--- config.mk ---
export PLATFORM = sky130hd
export DESIGN_NAME = qed_dup_scheduler_flat
export DESIGN_NICKNAME = d
export VERILOG_FILES = /design/src/rtl/qed_dup_scheduler_if.sv /design/src/rtl/qed_dup_scheduler.sv /design/src/flat_wrapper.sv
export SDC_FILE = /design/constraint.sdc
export NUM_CORES = 1
export LEC_CHECK = 0
export ABC_CLOCK_PERIOD_IN_PS = 7400
export CORE_ASPECT_RATIO = 0.75
export CORE_MARGIN = 8
export CORE_UTILIZATION = 50
export DETAILED_ROUTE_END_ITERATION = 10
export GPL_ROUTABILITY_DRIVEN = 0
export PLACE_DENSITY_LB_ADDON = 0.3
export REMOVE_ABC_BUFFERS = 1
export SLEW_MARGIN = 20
export SYNTH_ARGS = -nofsm -noshare
export SYNTH_HDL_FRONTEND = slang
export SYNTH_SLANG_ARGS = --single-unit
--- constraint.sdc ---
create_clock -name clk -period 7.4 [get_ports clk]
set_input_delay 1.48 -clock clk [delete_from_list [all_inputs] [get_ports clk]]
set_output_delay 1.48 -clock clk [all_outputs]
set_load 0.02 [all_outputs]
--- src/rtl/qed_dup_scheduler_if.sv ---
// Fetch/decode handshake bundle for the QED duplicate scheduler.
// The scheduler connects through the slave modport. The fetch/decode side connects through the master modport.
interface qed_dup_scheduler_if;
  logic        in_vld;
  logic [31:0] in_instr;
  logic        in_rdy;
  logic        out_stall;
  logic        out_vld;
  logic [31:0] out_instr;
  logic        out_is_dup;

  modport master (
    output in_vld, in_instr, out_stall,
    input  in_rdy, out_vld, out_instr, out_is_dup
  );

  modport slave (
    input  in_vld, in_instr, out_stall,
    output in_rdy, out_vld, out_instr, out_is_dup
  );
endinterface

--- src/rtl/qed_dup_scheduler.sv ---
// SQED fetch-to-decode scheduler. It forwards each original instruction, buffers the duplicable ones,
// and then replays them as duplicates with every register field shifted into the upper half of the register file.
module qed_dup_scheduler #(
  parameter int unsigned DEPTH      = 4,
  parameter int unsigned DUP_OFFSET = 16
) (
  input  logic                         clk,
  input  logic                         outside_reset,
  input  logic                         qed_exec_dup,
  qed_dup_scheduler_if.slave           bus,
  output logic [$clog2(DEPTH+1)-1:0]   fifo_count,
  output logic [15:0]                  orig_cnt,
  output logic [15:0]                  dup_cnt,
  output logic                         qed_ready,
  output logic                         err_range
);

  localparam int unsigned CW = $clog2(DEPTH+1);
  localparam int unsigned PW = $clog2(DEPTH);
  localparam logic [4:0]  OFF = 5'(DUP_OFFSET);

  localparam logic [0:0] S_ORIG = 1'b0;
  localparam logic [0:0] S_DUP  = 1'b1;

  // Field-use mask {rd, rs1, rs2}; zero means the opcode is not duplicated.
  function automatic logic [2:0] field_mask(input logic [6:0] op);
    case (op)
      7'b0110011:             field_mask = 3'b111;
      7'b0010011, 7'b0000011: field_mask = 3'b110;
      7'b0100011, 7'b1100011: field_mask = 3'b011;
      7'b0110111, 7'b0010111: field_mask = 3'b100;
      default:                field_mask = 3'b000;
    endcase
  endfunction

  function automatic logic [31:0] remap(input logic [31:0] ins);
    logic [2:0] m;
    m     = field_mask(ins[6:0]);
    remap = ins;
    if (m[2] && ins[11:7]  != 5'd0) remap[11:7]  = ins[11:7]  + OFF;
    if (m[1] && ins[19:15] != 5'd0) remap[19:15] = ins[19:15] + OFF;
    if (m[0] && ins[24:20] != 5'd0) remap[24:20] = ins[24:20] + OFF;
  endfunction

  function automatic logic out_of_range(input logic [31:0] ins);
    logic [2:0] m;
    m = field_mask(ins[6:0]);
    out_of_range = (m[2] && ins[11:7] >= OFF) || (m[1] && ins[19:15] >= OFF) ||
                   (m[0] && ins[24:20] >= OFF);
  endfunction

  logic [0:0]    state_q, state_d;
  logic [31:0]   mem_q [DEPTH];
  logic [31:0]   mem_d [DEPTH];
  logic [PW-1:0] wr_ptr_q, wr_ptr_d, rd_ptr_q, rd_ptr_d;
  logic [CW-1:0] count_q, count_d;
  logic          out_vld_q, out_vld_d;
  logic [31:0]   out_instr_q, out_instr_d;
  logic          out_is_dup_q, out_is_dup_d;
  logic [15:0]   orig_cnt_q, orig_cnt_d, dup_cnt_q, dup_cnt_d;
  logic          err_range_q, err_range_d;
  logic          in_rdy, accept, push;
  logic [CW-1:0] count_post;

  assign in_rdy = (state_q == S_ORIG) && !bus.out_stall && (count_q < CW'(DEPTH));
  assign accept = bus.in_vld && in_rdy;

  always_comb begin
    state_d      = state_q;
    mem_d        = mem_q;
    wr_ptr_d     = wr_ptr_q;
    rd_ptr_d     = rd_ptr_q;
    count_d      = count_q;
    out_vld_d    = out_vld_q;
    out_instr_d  = out_instr_q;
    out_is_dup_d = out_is_dup_q;
    orig_cnt_d   = orig_cnt_q;
    dup_cnt_d    = dup_cnt_q;
    err_range_d  = err_range_q;
    push         = 1'b0;
    count_post   = count_q;
    if (!bus.out_stall) begin
      if (state_q == S_ORIG) begin
        out_vld_d = accept;
        if (accept) begin
          out_instr_d  = bus.in_instr;
          out_is_dup_d = 1'b0;
          if (field_mask(bus.in_instr[6:0]) != 3'b000) begin
            if (out_of_range(bus.in_instr)) err_range_d = 1'b1;
            else                            push        = 1'b1;
          end
        end
        if (push) begin
          mem_d[wr_ptr_q] = bus.in_instr;
          wr_ptr_d        = wr_ptr_q + PW'(1);
          orig_cnt_d      = orig_cnt_q + 16'd1;
          count_post      = count_q + CW'(1);
        end
        count_d = count_post;
        // The exit test uses the post-push count, so a same-cycle accept joins the burst.
        if (count_post != '0 && (qed_exec_dup || count_post == CW'(DEPTH)))
          state_d = S_DUP;
      end else begin
        out_vld_d    = 1'b1;
        out_instr_d  = remap(mem_q[rd_ptr_q]);
        out_is_dup_d = 1'b1;
        rd_ptr_d     = rd_ptr_q + PW'(1);
        count_d      = count_q - CW'(1);
        dup_cnt_d    = dup_cnt_q + 16'd1;
        if (count_q == CW'(1)) state_d = S_ORIG;
      end
    end
  end

  always_ff @(posedge clk or posedge outside_reset) begin
    if (outside_reset) begin
      state_q      <= S_ORIG;
      for (int unsigned i = 0; i < DEPTH; i++) mem_q[i] <= '0;
      wr_ptr_q     <= '0;
      rd_ptr_q     <= '0;
      count_q      <= '0;
      out_vld_q    <= 1'b0;
      out_instr_q  <= '0;
      out_is_dup_q <= 1'b0;
      orig_cnt_q   <= '0;
      dup_cnt_q    <= '0;
      err_range_q  <= 1'b0;
    end else begin
      state_q      <= state_d;
      mem_q        <= mem_d;
      wr_ptr_q     <= wr_ptr_d;
      rd_ptr_q     <= rd_ptr_d;
      count_q      <= count_d;
      out_vld_q    <= out_vld_d;
      out_instr_q  <= out_instr_d;
      out_is_dup_q <= out_is_dup_d;
      orig_cnt_q   <= orig_cnt_d;
      dup_cnt_q    <= dup_cnt_d;
      err_range_q  <= err_range_d;
    end
  end

  assign bus.in_rdy     = in_rdy;
  assign bus.out_vld    = out_vld_q;
  assign bus.out_instr  = out_instr_q;
  assign bus.out_is_dup = out_is_dup_q;
  assign fifo_count     = count_q;
  assign orig_cnt       = orig_cnt_q;
  assign dup_cnt        = dup_cnt_q;
  assign qed_ready      = (orig_cnt_q == dup_cnt_q) && (orig_cnt_q != 16'd0);
  assign err_range      = err_range_q;

endmodule

--- src/flat_wrapper.sv ---
// flat-port wrapper written by rule: the top's interface ports become plain ports
module qed_dup_scheduler_flat 
#(
  parameter int unsigned DEPTH      = 4,
  parameter int unsigned DUP_OFFSET = 16
)
  (clk, outside_reset, qed_exec_dup, fifo_count, orig_cnt, dup_cnt, qed_ready, err_range, bus_in_vld, bus_in_instr, bus_out_stall, bus_in_rdy, bus_out_vld, bus_out_instr, bus_out_is_dup);
  qed_dup_scheduler_if bus_i ();
  input  logic clk;
  input  logic outside_reset;
  input  logic qed_exec_dup;
  output logic [$clog2(DEPTH+1)-1:0] fifo_count;
  output logic [15:0] orig_cnt;
  output logic [15:0] dup_cnt;
  output logic qed_ready;
  output logic err_range;
  input wire logic [$bits(bus_i.in_vld)-1:0] bus_in_vld;
  input wire logic [$bits(bus_i.in_instr)-1:0] bus_in_instr;
  input wire logic [$bits(bus_i.out_stall)-1:0] bus_out_stall;
  output wire logic [$bits(bus_i.in_rdy)-1:0] bus_in_rdy;
  output wire logic [$bits(bus_i.out_vld)-1:0] bus_out_vld;
  output wire logic [$bits(bus_i.out_instr)-1:0] bus_out_instr;
  output wire logic [$bits(bus_i.out_is_dup)-1:0] bus_out_is_dup;
  assign bus_i.in_vld = bus_in_vld;
  assign bus_i.in_instr = bus_in_instr;
  assign bus_i.out_stall = bus_out_stall;
  assign bus_in_rdy = bus_i.in_rdy;
  assign bus_out_vld = bus_i.out_vld;
  assign bus_out_instr = bus_i.out_instr;
  assign bus_out_is_dup = bus_i.out_is_dup;
  qed_dup_scheduler #(.DEPTH(DEPTH), .DUP_OFFSET(DUP_OFFSET)) u_core (.clk(clk), .outside_reset(outside_reset), .qed_exec_dup(qed_exec_dup), .bus(bus_i), .fifo_count(fifo_count), .orig_cnt(orig_cnt), .dup_cnt(dup_cnt), .qed_ready(qed_ready), .err_range(err_range));
endmodule
==> results.md, run 1 <==
* Synth-to-layout area growth at 19.85%
* Avg WL per Cell at 20.55 um
* # clock sinks at 203
* Register area share after synthesis at 53.34%
* Drt first pass iters at 7
* Root Driver: clkbuf_16
* Nets at 854
* Switching Fraction at 32.25%
* Ys flop type: dfrtp_1
* Post-Synthesis Cells at 718
* Drt via density at 5.765
* Cts repair resizes at 0
* Worst hold path class: reg -> reg
* Worst EP arrival at 3.05 ns
* Synth Register Bits at 203
* Worst path cell trace: clkdlybuf4s50_1 -> nor3_1 -> clkdlybuf4s50_1
* 1st-iter DRT viols at 375
* Die width at 175.4 um
* Initial Util at 51.30%
* Share of flip-flops with an asynchronous set or reset at 100.0%
* Largest net degree at the start of global routing at 148
* Setup-failing EPs final at 0
* Status: finished, final reports clean
* Slowest cell on crit path: clkdlybuf4s50_1
* Cell mode on critical path: clkdlybuf4s50_1
* Boundary Pins at 109
* Die height at 135.5 um
* Cell family with most CP delay: buffers and inverters
* Slew Limit Fails at 0
* Clk slew on worst S/H paths at 0.06 ns
* Top cells by area, synth: dfrtp_1 53%, mux2_1 9.6%, mux4_2 5.0%
* Post-DP Area at 10740 um^2
* NetSw at 1128 uW
* EDFF count, synth at 0
* CTS buffer count at 21
* Slowest stage delay, CP at 0.65 ns
* Core box area at 18560 um^2
* Mapped Avg Cell Area at 13.26 um^2
* Clock power share at 29.3%
* Gate power share at 27.1%
* ANT nets after route at 0
* Via count at 6146
* Drt drc at 0
* Yosys top cell by area: dfrtp_1
* CP max FO at 16
* Fraction of layout cells with a size suffix above 1 at 12.59%
* Die ar. at 23760 um^2
* Flop pwr share at 43.6%
* Setup bufs post-CTS at 0
* Worst slew margin at 32.17%
* Yosys top cell area share at 53.34%
* Post-synth cell types at 55
* Later-pin clock latency in the skew report at 0.50 ns
* Final Hold Viols at 0
* Gr usage total at 18.59%
* Clock tree buffer depth at 3
* Syn. warnings at 0
* Final clock period utilization by the worst path at 61.25%
* Site row count at 43
* WP data required at 5.92 ns
* Most frequent cell after synthesis: dfrtp_1
* Initial antenna violation count at 2
* Number of global-route vias before repair at 6655
* Setup TNS at 0 ns
* Worst setup path class: in -> out
* Crit start category: input pin
* RSZ-0062 raised after global routing: false
* Setup crit end kind: output pin
* Remaining global-route overflow at 0
* H-tree Lvls at 1
* Worst-Margin Slew at 1.016 ns
* Internal at 2369 uW
* Dpl hpwl at 14130 um
* Post-CTS Hold Buffers at 0
* Port Buffer Count at 108
* WL final at 21900 um
* Max-Cap Viols at 0
* First-pass GRT wire length at 35890 um
* Total leakage power at 0.005450 uW
* Tmin final at 4.533 ns
* Post-synth top cells: 203 x dfrtp_1, 81 x mux2_1, 51 x nand2_1, 35 x mux2_2, 35 x o21ai_0
* Fmax at 220.6 MHz
* Worst path buffer plus inverter count at 2
* Final instance area at 11410 um^2
* CTS tree: done
* Core Util, Final at 61.49%
* Synth Cell Area at 9523 um^2
* Power Dens Cells at 306.4 nW/um^2
* Worst Skew at 0.01529 ns
* Max VDD drop at 0.2189 mV
[cells in the final DEF, fill, tap and decap left out, types with 3 or more instances in the layout]
| cell | netlist | layout |
|---|---|---|
| nor3_1 | 14 | 14 |
| clkbuf_8 | 0 | 6 |
| a21oi_1 | 5 | 5 |
| xor2_1 | 19 | 19 |
| mux4_1 | 11 | 11 |
| nor4_1 | 13 | 13 |
| buf_4 | 3 | 4 |
| clkbuf_16 | 0 | 21 |
| mux4_2 | 21 | 21 |
| and2_1 | 4 | 4 |
| nand3_4 | 3 | 3 |
| nand2b_1 | 11 | 11 |
| nand3_1 | 23 | 22 |
| xnor2_1 | 30 | 30 |
| dfrtp_1 | 203 | 200 |
| mux2_2 | 35 | 35 |
| nor3b_1 | 4 | 4 |
| mux2_1 | 81 | 81 |
| or4_1 | 4 | 4 |
| ha_1 | 10 | 10 |
| mux2i_1 | 31 | 31 |
| o21ai_0 | 35 | 35 |
| clkbuf_1 | 20 | 4 |
| clkdlybuf4s50_1 | 0 | 108 |
| inv_1 | 11 | 10 |
| nand4_1 | 11 | 11 |
| and3_1 | 3 | 3 |
| nand2_1 | 51 | 51 |
| nor2_1 | 12 | 12 |
[power groups by stage]
stage	clock network, uW	registers [uW]	logic [uW]
after floorplan	0	1620	432
after global placement	0	1530	930
after detailed placement	0	1550	958
after CTS	1050	1530	962
after global routing	1090	1560	1030
final	1030	1520	947
[per-layer routing]
layer / track usage (%) / routed length, um / part of all wire (%) / up-vias
met5: 0 / 13 / 0.059 / -
met2: 31.06 / 10760 / 49 / 147
met4: 4.274 / 337 / 1.5 / 2
met1: 24.89 / 9672 / 44 / 3176
li1: - / - / - / 2791
met3: 3.593 / 1119 / 5.1 / 30
[worst register-to-register path, delay by kind of cell (launching register included)]
family             cells  cell delay (ns)
DFF                    1             0.50
AOI/OAI and AO/OA      1             0.59
and+or+nand+nor        3             1.66
muxes                  1             0.60
[final cells by class]
class | count | area (um^2)
inverters | 11 | 48.80
diodes | 1 | 2.502
well taps | 247 | 309.0
clock buffers | 31 | 623.1
clock inverters | 3 | 43.79
fillers | 1432 | 7148
flip-flops and latches | 203 | 5086
repair buffers | 112 | 1111
multi-input cells | 458 | 4189
[logic make-up after synthesis]
| family | after synthesis | synth area share [%] |
|---|---|---|
| multiplexers | 179 | 24.98 |
| XOR/XNOR | 49 | 4.507 |
| buffers and inverters | 57 | 2.838 |
| adder cells (fa/ha/maj) | 10 | 1.314 |
| AND/OR/NAND/NOR | 163 | 9.224 |
| flip-flops | 203 | 53.34 |
| AO/OA/AOI/OAI | 57 | 3.797 |
[metrics by stage]
step                worst slack (ns)  hold WS (ns)  power, uW  std cells
global placement               2.586        0.4407       2459       1031
finish                         2.867        0.4573       3497       1066
detailed placement             2.525        0.4454       2504       1031
CTS                            2.849        0.4598       3536       1065
global route                   2.732        0.4737       3671       1066
floorplan                     0.3809        0.4250       2056        672
[registers in the layout (all words and copies together) (netlist names)]
signal                 count
u_core.orig_cnt           16
u_core.fifo_count          3
u_core.bus.out_instr      32
u_core.state_q             1
u_core.wr_ptr_q            2
u_core.dup_cnt            16
u_core.bus.out_vld         1
u_core.err_range           1
u_core.bus.out_is_dup      1
u_core.rd_ptr_q            2
u_core.mem_q             128
[worst paths after layout]
path,from,endpoint,slack [ns],cells after the start
max,bus_out_stall,bus_in_rdy,2.87,3
min,u_core.mem_q[32],u_core.mem_q[32],0.46,1
max reg2reg,u_core.fifo_count[2],u_core.mem_q[111],3.93,5
min reg2reg,u_core.mem_q[32],u_core.mem_q[32],0.46,1
max in group asynchronous,outside_reset,u_core.mem_q[83],4.42,3
min in group asynchronous,outside_reset,u_core.state_q,1.62,2
Power figures use the tool's default switching activity.
==> run 2: changes to the inputs <==
--- a/config.mk
+++ b/config.mk
@@ -5,7 +5,7 @@
 export SDC_FILE = /design/constraint.sdc
 export NUM_CORES = 1
 export LEC_CHECK = 0
-export ABC_CLOCK_PERIOD_IN_PS = 7400
+export ABC_CLOCK_PERIOD_IN_PS = 4150
 export CORE_ASPECT_RATIO = 0.75
 export CORE_MARGIN = 8
 export CORE_UTILIZATION = 50
==> constraint.sdc (replaced) <==
create_clock -name clk -period 4.15 [get_ports clk]
set_input_delay 0.83 -clock clk [delete_from_list [all_inputs] [get_ports clk]]
set_output_delay 0.83 -clock clk [all_outputs]
set_load 0.02 [all_outputs]
==> run 2 against run 1 <==
  * Critical path depth increased by 3
  * Register-to-register slack got worse by 2.7 ns
  * Cell count increased by 1.2%
  * Largest power group unchanged
  * Combinational power increased by 91%
==> results.md, run 2 (same netlist as run 1, synthesis figures left out) <==
* Fraction of layout cells with a size suffix above 1 at 13.58% (was 12.59%)
* Largest net degree at the start of global routing at 95 (was 148)
* Port Buffer Count at 108 (unchanged)
* Most frequent cells in the layout: 200 x dfrtp_1, 108 x clkdlybuf4s50_1, 81 x mux2_1 (unchanged)
* Tmin final at 3.295 ns
* 1st-iter DRT viols at 397 (was 375)
* Area of the multi-input gates at 4189 um^2 (unchanged)
* Remaining global-route overflow at 0 (unchanged)
* Power Dens Cells at 537.1 nW/um^2 (was 306.4 nW/um^2)
* Root Driver: clkbuf_16 (unchanged)
* Reg2Reg Depth at 6 (was 5)
* Initial Util at 51.30% (unchanged)
* Setup-failing EPs final at 0 (unchanged)
* Critical path origin: bus_in_instr[4] (was bus_out_stall)
* First-pass GRT wire length at 35490 um (was 35890 um)
* Total leakage power at 0.005484 uW (was 0.005450 uW)
* Worst setup path class: in -> reg (was in -> out)
* Gr usage total at 18.40% (was 18.59%)
* Drt first pass iters at 4 (was 7)
* Setup TNS at 0 ns (unchanged)
* Nets at 865 (was 854)
* Filler cells at 1413 (was 1432)
* Clk slew on worst S/H paths at 0.06 ns (about the same)
* Worst EP arrival at 3.66 ns (was 3.05 ns)
* Flop pwr share at 42.4% (was 43.6%)
* Core box area at 18560 um^2 (unchanged)
* Slowest cell on crit path: o21a_1 (was clkdlybuf4s50_1)
* ANT nets after route at 0 (unchanged)
* Internal at 4157 uW (was 2369 uW)
* Cell family with most CP delay: compound AO/OA/AOI/OAI gates (was buffers and inverters)
* Die ar. at 23760 um^2 (unchanged)
* Worst-Margin Slew at 0.7405 ns (was 1.016 ns)
* Worst Skew at 0.008206 ns (was 0.01529 ns)
* Drt via density at 5.646 (was 5.765)
* Initial antenna violation count at 0 (was 2)
* Pre-CTS setup slack at 0.3610 ns (was 2.525 ns)
* Setup crit end kind: register (was output pin)
* Final clock period utilization by the worst path at 79.41%
* CTS tree: done (unchanged)
* Cts repair resizes at 0 (unchanged)
* H-tree Lvls at 1 (unchanged)
* Via count at 6092 (was 6146)
* Clock tree buffer depth at 3 (unchanged)
* Gate power share at 29.4% (was 27.1%)
* Commonest non-fill, non-tap cell in the layout: dfrtp_1 (unchanged)
* CP max FO at 32 (was 16)
* Max-Cap Viols at 0 (unchanged)
* # clock sinks at 203 (unchanged)
* Synth-to-layout area growth at 20.35% (was 19.85%)
* Slew Limit Fails at 0 (unchanged)
* Core Util, Final at 61.75% (was 61.49%)
* Switching Fraction at 32.46% (was 32.25%)
* Worst path cell trace: clkdlybuf4s50_1 -> nand2b_1 -> a211oi_2 -> o21a_1 -> nand3_4 -> mux2_1 (was clkdlybuf4s50_1 -> nor3_1 -> clkdlybuf4s50_1)
* Worst path buffer plus inverter count at 1 (was 2)
* Die height at 135.5 um (unchanged)
* Placed insts at 1042 (was 1031)
* Worst R2R Start: u_core.fifo_count[2] (unchanged)
* NetSw at 1998 uW (was 1128 uW)
* WP data required at 4.51 ns (was 5.92 ns)
* Flop2flop setup slack at 1.27 ns (was 3.93 ns)
* Max VDD drop at 0.3491 mV (was 0.2189 mV)
* Avg WL per Cell at 19.77 um (was 20.55 um)
* Number of global-route vias before repair at 6602 (was 6655)
* Levels on crit path at 6 (was 3)
* Drt drc at 0 (unchanged)
* Slowest stage delay, CP at 0.56 ns (was 0.65 ns)
* Sequential Area at 5084 um^2 (was 5086 um^2)
* Boundary Pins at 109 (unchanged)
* Antenna Cells at 0 (was 1)
* WL final at 21340 um (was 21900 um)
* Crit start category: input pin (unchanged)
* Post-CTS Hold Buffers at 0 (unchanged)
* Final non-filler cell total at 1079 (was 1066)
* Final Hold Viols at 0 (unchanged)
* Later-pin clock latency in the skew report at 0.49 ns (was 0.50 ns)
* Status: finished, final reports clean (unchanged)
* Worst Setup EP: u_core.mem_q[66] (was bus_in_rdy)
* FF-to-FF End: u_core.mem_q[66] (was u_core.mem_q[111])
* Fmax at 303.5 MHz
* Worst slew margin at 50.30% (was 32.17%)
* Clock power share at 28.3% (was 29.3%)
* Setup bufs post-CTS at 0 (unchanged)
* Die width at 175.4 um (unchanged)
* RSZ-0062 raised after global routing: false (unchanged)
* CTS buffer count at 21 (unchanged)
* Dpl hpwl at 14450 um (was 14130 um)
* Worst hold path class: reg -> reg (unchanged)
* Max FFs per register at 128 (unchanged)
* Post-route setup slack at 0.8546 ns (was 2.867 ns)
* Top reg by flops: u_core.mem_q (unchanged)
* Site row count at 43 (unchanged)
## run 2: layout make-up
class,instances,area share [%]
multi-input cells,458,36.55
flip-flops and latches,203,44.36
repair buffers,123,10.41
clock inverters,4,0.2293
well taps,247,2.697
clock buffers,33,5.328
inverters,11,0.4258
## run 2: power groups by stage
stage | registers, uW | clock network, uW | logic (uW)
2_1_floorplan | 2900 | 0 | 771
3_3_place_gp | 2620 | 0 | 1790
3_5_place_dp | 2640 | 0 | 1820
4_1_cts | 2610 | 1790 | 1830
5_1_grt | 2660 | 1870 | 1970
6_report | 2610 | 1740 | 1810
## run 2: routing by layer
layer,wire (um),global-route usage [%],vias up
li1,-,-,2800
met1,9679,24.97,3115
met2,10200,30.35,140
met3,1032,3.287,37
met4,421,4.744,0
met5,0,0,-
## run 2: worst min path at each step
stage                          start                to  slack (ns)  depth (start not counted)
floorplan           u_core.mem_q[64]  u_core.mem_q[64]        0.43                          1
global placement    u_core.mem_q[65]  u_core.mem_q[65]        0.44                          1
detailed placement  u_core.err_range  u_core.err_range        0.45                          1
CTS                 u_core.err_range  u_core.err_range        0.46                          1
global route        u_core.err_range  u_core.err_range        0.48                          1
finish              u_core.err_range  u_core.err_range        0.46                          1
## run 2: stage by stage
step                cell area, um^2  power, uW  hold slack (ns)
floorplan                      9294       3667           0.4250
global placement              10820       4410           0.4411
detailed placement            10820       4466           0.4469
CTS                           11460       6230           0.4597
global route                  11460       6493           0.4844
finish                        11460       6155           0.4595
## run 2: worst reg2reg max path: stages, from the launching register on
cell and delay, ns:
dfrtp_1 0.49, nor2b_1 0.32, nor3b_1 0.23, buf_4 0.16, o21a_1 0.49, nand3_4 0.55
mux2_1 0.53
==> run 3: changes to the inputs <==
--- a/config.mk
+++ b/config.mk
@@ -5,7 +5,7 @@
 export SDC_FILE = /design/constraint.sdc
 export NUM_CORES = 1
 export LEC_CHECK = 0
-export ABC_CLOCK_PERIOD_IN_PS = 4150
+export ABC_CLOCK_PERIOD_IN_PS = 2700
 export CORE_ASPECT_RATIO = 0.75
 export CORE_MARGIN = 8
 export CORE_UTILIZATION = 50
==> constraint.sdc (replaced) <==
create_clock -name clk -period 2.7 [get_ports clk]
set_input_delay 0.54 -clock clk [delete_from_list [all_inputs] [get_ports clk]]
set_output_delay 0.54 -clock clk [all_outputs]
set_load 0.02 [all_outputs]
==> run 3 against run 2 <==
  * Count of clock-buffer cells in the layout is 5 lower
  * Worst hold slack better by 0.019 ns
  * Combinational power up 64%
  * Cell count grew 2.7%
  * Total power increased by 58%
  * Via count increased by 4.3%
  * Register-to-register slack worse by 0.94 ns
  * Clock power increased by 63%
  * Sequential cell count unchanged
  * Non-clock buffer count up 32
  * Sequential power is 52% higher
  * Largest power group unchanged
  * Highest routed layer unchanged
==> results.md, run 3 (same netlist as run 1, synthesis figures left out) <==
* Final non-filler cell total at 1108 (was 1079)
* Worst-Margin Slew at 0.5977 ns (was 0.7405 ns)
* Gr usage total at 19.21% (was 18.40%)
* Remaining global-route overflow at 0 (unchanged)
* H-tree Lvls at 1 (unchanged)
* Final Power at 9748 uW (was 6155 uW)
* Initial Util at 51.30% (unchanged)
* Worst setup path class: reg -> out (was in -> reg)
* CP max FO at 6 (was 32)
* Fraction of layout cells with a size suffix above 1 at 17.65% (was 13.58%)
* # clock sinks at 203 (unchanged)
* Top reg by flops: u_core.mem_q (unchanged)
* Via count at 6354 (was 6092)
* Worst slew margin at 60.05% (was 50.30%)
* Placed insts at 1074 (was 1042)
* Avg WL per Cell at 20.48 um (was 19.77 um)
* Max FFs per register at 128 (unchanged)
* Filler cells at 1356 (was 1413)
* Core box area at 18560 um^2 (unchanged)
* Die height at 135.5 um (unchanged)
* Post-CTS Hold Buffers at 0 (unchanged)
* Internal at 6597 uW (was 4157 uW)
* Largest net degree at the start of global routing at 58 (was 95)
* Drt drc at 0 (unchanged)
* Clock tree buffer depth at 3 (unchanged)
* RSZ-0062 raised after global routing: false (unchanged)
* Crit start category: register (was input pin)
* WP data required at 2.16 ns (was 4.51 ns)
* Worst Skew at 0.01450 ns (was 0.008206 ns)
* Setup crit end kind: output pin (was register)
* Root Driver: clkbuf_16 (unchanged)
* Max-Cap Viols at 0 (unchanged)
* Site row count at 43 (unchanged)
* Slew Limit Fails at 0 (unchanged)
* Die ar. at 23760 um^2 (unchanged)
* Drt first pass iters at 5 (was 4)
* Dpl hpwl at 16090 um (was 14450 um)
* Status: finished, final reports clean (unchanged)
* Max VDD drop at 0.6250 mV (was 0.3491 mV)
* Reg2Reg Depth at 5 (was 6)
* 1st-iter DRT viols at 423 (was 397)
* Port Buffer Count at 108 (unchanged)
* Worst EP arrival at 2.09 ns (was 3.66 ns)
* Die width at 175.4 um (unchanged)
* WL final at 22690 um (was 21340 um)
* Number of global-route vias before repair at 6763 (was 6602)
* First-pass GRT wire length at 37120 um (was 35490 um)
* Gate power share at 30.4% (was 29.4%)
* Power Dens Cells at 817.8 nW/um^2 (was 537.1 nW/um^2)
* Initial antenna violation count at 0 (unchanged)
* Setup bufs post-CTS at 0 (unchanged)
* Clock power share at 29.0% (was 28.3%)
* Synth-to-layout area growth at 25.17% (was 20.35%)
* Worst hold path class: in -> async (was reg -> reg)
* ANT nets after route at 0 (unchanged)
* Drt via density at 5.735 (was 5.646)
* Boundary Pins at 109 (unchanged)
* Nets at 897 (was 865)
* Most frequent cells in the layout: 198 x dfrtp_1, 107 x clkdlybuf4s50_1, 81 x mux2_1 (was 200 x dfrtp_1, 108 x clkdlybuf4s50_1, 81 x mux2_1)
* NetSw at 3151 uW (was 1998 uW)
* Final clock period utilization by the worst path at 97.55%
* Setup-failing EPs final at 0 (unchanged)
* WHS at 0.4784 ns (was 0.4595 ns)
* Commonest non-fill, non-tap cell in the layout: dfrtp_1 (unchanged)
* Flop pwr share at 40.6% (was 42.4%)
* Critical path origin: u_core.orig_cnt[0] (was bus_in_instr[4])
* Later-pin clock latency in the skew report at 0.50 ns (was 0.49 ns)
* Final instance area at 11920 um^2 (was 11460 um^2)
* Fmax at 379.7 MHz
* Total leakage power at 0.005745 uW (was 0.005484 uW)
* Switching Fraction at 32.33% (was 32.46%)
* Antenna Cells at 0 (unchanged)
* Tmin final at 2.634 ns
* Final Hold Viols at 0 (unchanged)
* Clk slew on worst S/H paths at 0.06 ns (about the same)
* Post-DP Area at 11240 um^2 (was 10820 um^2)
* CTS buffer count at 21 (unchanged)
* Worst R2R Start: u_core.rd_ptr_q[0] (was u_core.fifo_count[2])
* CTS tree: done (unchanged)
-- run 3: metal layers --
layer,vias to the layer above,GRT usage (%),wire [um]
met5,-,0,0
met1,3280,26.05,10030
met3,39,4.067,1323
met4,0,3.852,351
li1,2853,-,-
met2,182,31.70,10990
-- run 3: what timing repair did --
action | CTS | global route
endpoints found under the setup margin | 1 | 1
endpoints found under the hold margin | 0 | 0
gates resized for setup | 1 | 3
-- run 3: power groups by stage --
stage | logic, uW | registers, uW | clock network [uW]
floorplan | 1190 | 4450 | 0
global placement | 2890 | 3970 | 0
detailed placement | 2980 | 4010 | 0
CTS | 2990 | 3960 | 2880
global route | 3200 | 4020 | 3000
finish | 2960 | 3960 | 2830
-- run 3: per-stage QoR --
stage	utilization, %	setup WS [ns]	setup TNS (ns)
3_5_place_dp	60.55	-0.1340	-11.84
2_1_floorplan	-	-3.379	-753.88
6_report	64.22	0.06624	0
4_1_cts	64.17	0.002084	0
5_1_grt	64.22	0.002069	0
3_3_place_gp	60.55	-0.1414	-14.73
-- run 3: area by class of cell --
type	count	area (um^2)	share of cell area [%]
inverter	11	48.80	0.4094
multi-input combinational	458	4195	35.19
tap	247	309.0	2.593
timing repair buffer	155	1608	13.49
clock inverter	6	61.31	0.5143
sequential	203	5086	42.67
clock buffer	28	611.8	5.133
-- run 3: worst max-delay path: stages, from the launching register on --
cell           delay (ns)
dfrtp_2              0.43
inv_1                0.09
ha_1                 0.22
nor4b_2              0.16
nand4_1              0.11
nand3_1              0.08
nor3_1               0.15
dlygate4sd2_1        0.36
-- run 3: worst paths after layout --
| check | endpoint | slack [ns] |
|---|---|---|
| setup / recovery | qed_ready | 0.07 |
| hold / removal | u_core.bus.out_instr[24] | 0.48 |
| setup reg to reg | u_core.bus.out_instr[11] | 0.33 |
| hold reg to reg | u_core.mem_q[1] | 0.48 |
| max in group asynchronous | u_core.mem_q[49] | 1.55 |
| min in group clk | u_core.mem_q[1] | 0.48 |
